File: src/rtl/cordic_pkg.sv
// cordic_pkg: shared constants for the FP32 CORDIC rotator.
// The K-compensation constants exist only with CORDIC_GAIN_COMP_EN.
package cordic_pkg;

   localparam int ITER_MAX = 24;

   typedef enum logic [1:0] {
      ST_IDLE,
      ST_ROT,
      ST_COMP,
      ST_DONE
   } state_t;

   // atan(2^-i) in FP32, i = 0..23
   localparam logic [31:0] ATAN_TABLE [ITER_MAX] = '{
      32'h3F490FDB, 32'h3EED6338, 32'h3E7ADBB0, 32'h3DFEADD5,
      32'h3D7FAADE, 32'h3CFFEAAE, 32'h3C7FFAAB, 32'h3BFFFEAB,
      32'h3B7FFFAB, 32'h3AFFFFEB, 32'h3A7FFFFB, 32'h39FFFFFF,
      32'h39800000, 32'h39000000, 32'h38800000, 32'h38000000,
      32'h37800000, 32'h37000000, 32'h36800000, 32'h36000000,
      32'h35800000, 32'h35000000, 32'h34800000, 32'h34000000
   };

`ifdef CORDIC_GAIN_COMP_EN
   // K = 2^-1 + 2^-3 - 2^-6 - 2^-9; KSUB bit set = subtract term
   localparam logic [4:0] KSHIFT [4] = '{5'd1, 5'd3, 5'd6, 5'd9};
   localparam logic [3:0] KSUB = 4'b1100;
`endif

   // FP32 * 2^-k by exponent decrement; exponent <= k flushes to +0
   function automatic logic [31:0] fp_pow2_dec(
      input logic [31:0] a,
      input logic [4:0]  k
   );
      if (a[30:23] <= {3'b000, k})
         return 32'h0000_0000;
      return {a[31], a[30:23] - {3'b000, k}, a[22:0]};
   endfunction

endpackage

File: src/rtl/fp_scale_pow2.sv
// fp_scale_pow2: FP32 times 2^-k via exponent decrement.
// Flushes to +0 when the exponent would reach zero; flags zero.
module fp_scale_pow2
   import cordic_pkg::*;
(
   input  logic [31:0] i_a,
   input  logic [4:0]  i_k,
   output logic [31:0] o_r,
   output logic        o_zero
);

   assign o_r    = fp_pow2_dec(i_a, i_k);
   assign o_zero = (o_r[30:23] == 8'd0);

endmodule

File: src/rtl/fpu_add_sub.sv
// fpu_add_sub: combinational FP32 add/subtract, truncating rounding.
// Zero results and exponent underflow give +0; no NaN/Inf handling.
module fpu_add_sub (
   input  logic [31:0] i_a,
   input  logic [31:0] i_b,
   input  logic        i_control,
   output logic [31:0] o_result
);

   logic        sb, swap, s_l, s_s, found;
   logic [7:0]  e_l, e_s, de;
   logic [23:0] m_l, m_s;
   logic [26:0] al, nrm;
   logic [27:0] sum;
   logic [4:0]  lz;
   logic [9:0]  e_n;
   logic        unused_bits;

   // align smaller operand, add magnitudes, normalise, truncate
   always_comb begin
      sb   = i_b[31] ^ i_control;
      swap = i_b[30:0] > i_a[30:0];
      s_l  = swap ? sb : i_a[31];
      s_s  = swap ? i_a[31] : sb;
      e_l  = swap ? i_b[30:23] : i_a[30:23];
      e_s  = swap ? i_a[30:23] : i_b[30:23];
      m_l  = {1'b1, swap ? i_b[22:0] : i_a[22:0]};
      m_s  = {1'b1, swap ? i_a[22:0] : i_b[22:0]};
      de   = e_l - e_s;
      al   = (de > 8'd26) ? 27'd0 : ({m_s, 3'b000} >> de);
      if (s_l == s_s)
         sum = {1'b0, m_l, 3'b000} + {1'b0, al};
      else
         sum = {1'b0, m_l, 3'b000} - {1'b0, al};
      lz    = 5'd0;
      found = 1'b0;
      for (int i = 26; i >= 0; i--) begin
         if (!found && sum[i]) begin
            lz    = 5'(26 - i);
            found = 1'b1;
         end
      end
      if (sum[27]) begin
         nrm = sum[27:1];
         e_n = {2'b00, e_l} + 10'd1;
      end else begin
         nrm = sum[26:0] << lz;
         e_n = {2'b00, e_l} - {5'b00000, lz};
      end
      if (sum == 28'd0 || e_n == 10'd0 || e_n[9])
         o_result = 32'h0000_0000;
      else
         o_result = {s_l, e_n[7:0], nrm[25:3]};
   end

   assign unused_bits = ^{nrm[26], nrm[2:0], e_n[8]};

endmodule

File: src/rtl/cordic_fp_rotator.sv
// cordic_fp_rotator: iterative FP32 CORDIC rotator, one step per clock.
// CORDIC_GAIN_COMP_EN adds a 3-cycle COMP state scaling by K.
module cordic_fp_rotator
   import cordic_pkg::*;
#(
   parameter int ITER = 16
) (
   input  logic        i_clk,
   input  logic        i_rst,
   input  logic        i_valid,
   output logic        o_ready,
   input  logic [31:0] i_x,
   input  logic [31:0] i_y,
   input  logic [31:0] i_z,
   output logic        o_valid,
   input  logic        i_ready,
   output logic [31:0] o_x,
   output logic [31:0] o_y
);

   localparam logic [4:0] K_LAST = 5'(ITER - 1);

   state_t      state_q;
   logic [31:0] x_q, y_q, z_q;
   logic [31:0] ox_q, oy_q;
   logic [4:0]  k_q;
   logic        valid_q;
`ifdef CORDIC_GAIN_COMP_EN
   logic [1:0]  c_q;
   logic [31:0] acx_q, acy_q;
`endif

   logic        d;
   logic [4:0]  sh;
   logic [31:0] sx_in, sy_in, sx, sy;
   logic        sx_zero, sy_zero;
   logic [31:0] ax, ay;
   logic        opx, opy;
   logic [31:0] addx, addy, addz;
   logic [31:0] x_d, y_d, z_d;

   // zero operands skip the adder: a +/- 0 = a, 0 +/- b = +/-b
   function automatic logic [31:0] pick(
      input logic [31:0] a,
      input logic [31:0] b,
      input logic        b_zero,
      input logic        sub,
      input logic [31:0] sum
   );
      if (b_zero)
         return a;
      if (a[30:23] == 8'd0)
         return {b[31] ^ sub, b[30:0]};
      return sum;
   endfunction

   assign d       = ~z_q[31];
   assign o_ready = (state_q == ST_IDLE);
   assign o_valid = valid_q;
   assign o_x     = ox_q;
   assign o_y     = oy_q;

   // operand steering: micro-rotation in ROT, K-scaling in COMP
   always_comb begin
      sh    = k_q;
      sx_in = y_q;
      sy_in = x_q;
      ax    = x_q;
      ay    = y_q;
      opx   = d;
      opy   = ~d;
`ifdef CORDIC_GAIN_COMP_EN
      if (state_q == ST_COMP) begin
         sh    = KSHIFT[c_q + 2'd1];
         sx_in = x_q;
         sy_in = y_q;
         ax    = (c_q == 2'd0) ? fp_pow2_dec(x_q, KSHIFT[0]) : acx_q;
         ay    = (c_q == 2'd0) ? fp_pow2_dec(y_q, KSHIFT[0]) : acy_q;
         opx   = KSUB[c_q + 2'd1];
         opy   = KSUB[c_q + 2'd1];
      end
`endif
   end

   fp_scale_pow2 u_scl_x (
      .i_a(sx_in), .i_k(sh), .o_r(sx), .o_zero(sx_zero)
   );
   fp_scale_pow2 u_scl_y (
      .i_a(sy_in), .i_k(sh), .o_r(sy), .o_zero(sy_zero)
   );

   fpu_add_sub u_add_x (
      .i_a(ax), .i_b(sx), .i_control(opx), .o_result(addx)
   );
   fpu_add_sub u_add_y (
      .i_a(ay), .i_b(sy), .i_control(opy), .o_result(addy)
   );
   fpu_add_sub u_add_z (
      .i_a(z_q), .i_b(ATAN_TABLE[k_q]),
      .i_control(d), .o_result(addz)
   );

   assign x_d = pick(ax, sx, sx_zero, opx, addx);
   assign y_d = pick(ay, sy, sy_zero, opy, addy);
   assign z_d = pick(z_q, ATAN_TABLE[k_q], 1'b0, d, addz);

   // control FSM with registered result and valid
   always_ff @(posedge i_clk) begin
      if (i_rst) begin
         state_q <= ST_IDLE;
         valid_q <= 1'b0;
         ox_q    <= 32'h0;
         oy_q    <= 32'h0;
         k_q     <= 5'd0;
`ifdef CORDIC_GAIN_COMP_EN
         c_q     <= 2'd0;
`endif
      end else begin
         unique case (state_q)
            ST_IDLE: begin
               if (i_valid) begin
                  x_q     <= i_x;
                  y_q     <= i_y;
                  z_q     <= i_z;
                  k_q     <= 5'd0;
                  state_q <= ST_ROT;
               end
            end
            ST_ROT: begin
               x_q <= x_d;
               y_q <= y_d;
               z_q <= z_d;
               if (k_q == K_LAST) begin
`ifdef CORDIC_GAIN_COMP_EN
                  c_q     <= 2'd0;
                  state_q <= ST_COMP;
`else
                  ox_q    <= x_d;
                  oy_q    <= y_d;
                  valid_q <= 1'b1;
                  state_q <= ST_DONE;
`endif
               end else begin
                  k_q <= k_q + 5'd1;
               end
            end
`ifdef CORDIC_GAIN_COMP_EN
            ST_COMP: begin
               acx_q <= x_d;
               acy_q <= y_d;
               c_q   <= c_q + 2'd1;
               if (c_q == 2'd2) begin
                  ox_q    <= x_d;
                  oy_q    <= y_d;
                  valid_q <= 1'b1;
                  state_q <= ST_DONE;
               end
            end
`endif
            ST_DONE: begin
               if (i_ready) begin
                  valid_q <= 1'b0;
                  state_q <= ST_IDLE;
               end
            end
            default: state_q <= ST_IDLE;
         endcase
      end
   end

endmodule

File: config.mk
export PLATFORM = sky130hd
export DESIGN_NAME = cordic_fp_rotator
export DESIGN_NICKNAME = d
export VERILOG_FILES = /design/src/rtl/cordic_pkg.sv /design/src/rtl/fp_scale_pow2.sv /design/src/rtl/fpu_add_sub.sv /design/src/rtl/cordic_fp_rotator.sv
export SDC_FILE = /design/constraint.sdc
export NUM_CORES = 2
export LEC_CHECK = 0
export CORE_UTILIZATION = 40
export DETAILED_ROUTE_END_ITERATION = 10
export DONT_BUFFER_PORTS = 1
export PLACE_DENSITY = 0.63
export SYNTH_ARGS = -nofsm -noshare
export SYNTH_HDL_FRONTEND = slang
export SYNTH_SLANG_ARGS = --single-unit
File: constraint.sdc
create_clock -name i_clk -period 50.3 [get_ports i_clk]
set_input_delay 5.03 -clock i_clk [delete_from_list [all_inputs] [get_ports i_clk]]
set_output_delay 5.03 -clock i_clk [all_outputs]
set_load 0.01 [all_outputs]
==> impl_metrics.csv <==
group,metric,value,unit
placed_design,place_congestion,1.077,
detailed_routing,avgRoutedWirePerCell,28.84,um
synth,syn_avg_cell_area,6.707,um2
floorplan,fp.coreArea,0.08837,mm2
clock_tree,postCtsSetupRepairBufs,0,
critical_path,slowest_stage,"nor3_1",
synth,yosysWarnings,0,
critical_path,max_stage_delay,1.07,ns
synth,synth_cells,5328,
synth,synth_area,0.03574,mm2
detailed_routing,drtIter0Drc,6465,
synth,synth-simple-area-share,26.12,%
clock_tree,cts_resized,0,
grt,grt_pass1_vias,39430,
floorplan,die_y,300.9,um
synth,yosys_register_bits,168,
timing,max_freq,49.35,MHz
clock_tree,clkTransAtPathRegs,0.09,ns
placed_design,dp_cells,6242,
placed_design,portBuffers,0,
critical_path,worst-endpoint-arrival,20.64,ns
synth,yosys-mux-area-fraction,8.421,%
clock_tree,cts_sinks,168,
timing,fin_tns_setup,0,ns
grt,overflow,0,
timing,rsz0062_at_grt,"false",
critical_path,cp-end-kind,"flop",
critical_path,path_class,"reg2reg",
timing,setup-violations-final,0,
job,max-cap-violations,1,
synth,synth_compound_area_share,35.35,%
outcome,status,"finished, violations left",
synth,synth_top_family_by_area,"compound AO/OA/AOI/OAI gates",
worst_hold_path,worstHoldStart,"o_x[21]$_SDFFE_PP0P_",
floorplan,boundaryPins,166,
synth,synth_nets,5666,
synth,postSynth.asyncResetShare,0,%
finish,fin_nets,5434,
synth,synth_enable_flop_cells,96,
clock_tree,cts-htree-levels,4,
timing,finalMaxSlewViolations,0,
critical_path,required,50.68,ns
synth,synthXorXnorAreaFrac,2.251,%
floorplan,start_util,40.44,%
detailed_routing,firstDrtPassIters,9,
detailed_routing,routed-via-count,43620,
synth,synth_commonest_cells,"658 x nand2_1, 468 x nor2_1, 460 x o21ai_0",
clock_tree,root_buffer,"clkbuf_16",
timing,clock-skew-final,0.02687,ns
synth,ys_types,115,
floorplan,die_area,0.09054,mm2
critical_path,worstReg2RegStart,"k_q[4]$_SDFFE_PP0P_",
clock_tree,clk_latency,0.50,ns
finish,fillers,9574,
detailed_routing,ant_nets,0,
finish,drive_gt1_share,6.440,%
worst_hold_path,min_path_type,"reg2reg",
critical_path,startpoint,"k_q[4]$_SDFFE_PP0P_",
synth,synth_area_leaders,"ha_1 8.1%, edfxtp_1 8.1%, nand2_1 6.9%",
clock_tree,tritoncts,"built",
grt,grt_pass1_wl,264500,um
synth,synth_top_area_share,8.088,%
floorplan,die_x,300.9,um
grt,antenna_found_initial,8,
detailed_routing,wirelength,181100,um
finish,area_growth,4.702,%
grt,grt_max_degree,93,
timing,post-route-period-util,40.29,%
clock_tree,postCtsHoldBufs,0,
timing,max-slew-margin-rel,1.584,%
synth,synth_largest_area_cell,"ha_1",
critical_path,cp_max_fo,19,
clock_tree,cts_buffer_depth,2,
critical_path,worst-r2r-cell-count,62,
synth,yosysSeqAreaShare,12.10,%
synth,synthAdderAreaFrac,8.620,%
critical_path,cpMostUsedCell,"a21oi_1",
critical_path,regToRegSetupSlack,30.04,ns
synth,synth_ff_type,"edfxtp_1",
finish,fin_cells,6281,
critical_path,critPathLaunchType,"flop",
floorplan,row_count,109,
timing,tightest_slew,1.461,ns
outcome,violations,"capacitance limit",
grt,grt_use_total,38.52,%
clock_tree,cts_buffers,17,
worst_hold_path,min_path_cells,2,
placed_design,dpl.hpwl,143500,um
detailed_routing,viasPerCell,6.945,
timing,post-route-min-period,20.26,ns
detailed_routing,drc_errors,0,
timing,finalHoldViolations,0,
synth,synth_most_common_cell,"nand2_1",
timing,holdWs,0.4996,ns
## cells by family after synthesis
group,after synthesis
AOI/OAI and AO/OA,1938
xor gates and xnor gates,91
adders and majority gates,243
buffers and inverters,661
DFF,168
muxes,252
and+or+nand+nor,1975
## flip-flops by register name, indices dropped and copies added, names as in the netlist
name,count
ax,32
z_q,32
o_y,32
ay,32
state_q,2
o_x,32
k_q,5
o_valid,1
## layer usage
layer  GRT usage [%]  vias up  wire length [um]
met4           20.99        2             11400
met2           55.97     2941             74270
met1           52.31    20740             73430
met5               0        -                10
met3           8.817      511             22010
li1                -    19430                 -
## through the flow
step | utilization [%] | setup slack, ns | area [um2]
final | 42.34 | 30.04 | 37420
after global routing | 42.33 | 28.96 | 37410
after CTS | 42.32 | 30.78 | 37400
after detailed placement | 41.59 | 30.84 | 36760
after global placement | 41.59 | 30.65 | 36760
after floorplan | - | 33.94 | 35740
## final timing paths
path	endpoint
worst min-delay path	o_x[21]$_SDFFE_PP0P_
worst max register to register	ax[7]$_DFFE_PP_
worst min register to register	o_x[21]$_SDFFE_PP0P_
worst max-delay path	ax[7]$_DFFE_PP_
## layout make-up
cell class | count | area [um2] | area share [%]
Clock buffer | 17 | 425.4 | 1.137
Timing Repair Buffer | 110 | 825.8 | 2.207
Sequential cell | 168 | 4324 | 11.56
Antenna cell | 7 | 17.52 | 0.04682
Inverter | 300 | 1126 | 3.010
Clock inverter | 15 | 214.0 | 0.5718
Multi-Input combinational cell | 4499 | 29030 | 77.57
Tap cell | 1165 | 1458 | 3.896
## cells in the final DEF (no fill, tap or decap), types with 71 or more instances in the layout
cell,Yosys,final
dfxtp_1,72,72
o211ai_1,74,74
inv_1,287,287
mux2i_1,171,171
buf_4,4,110
a21o_1,85,85
edfxtp_1,96,96
a31oi_1,85,83
nor3_1,179,177
nor2_1,468,467
nand3_1,173,173
ha_1,231,229
nand2_1,658,657
a21oi_1,456,456
a211oi_1,100,98
nand2b_1,72,71
o21ai_0,460,460
## critical path, delay by kind of cell (launching register included)
kind,cells,cell delay (ns)
multiplexers,3,0.96
buffers and inverters,4,0.88
AO/OA/AOI/OAI,24,6.30
AND/OR/NAND/NOR,24,8.80
XOR/XNOR,1,0.24
flip-flops,1,0.68
adder cells (fa/ha/maj),6,2.25
Power is left out: the tool's default activity adds up to more than one toggle a clock period on the data nets, which glitch-free logic cannot reach.
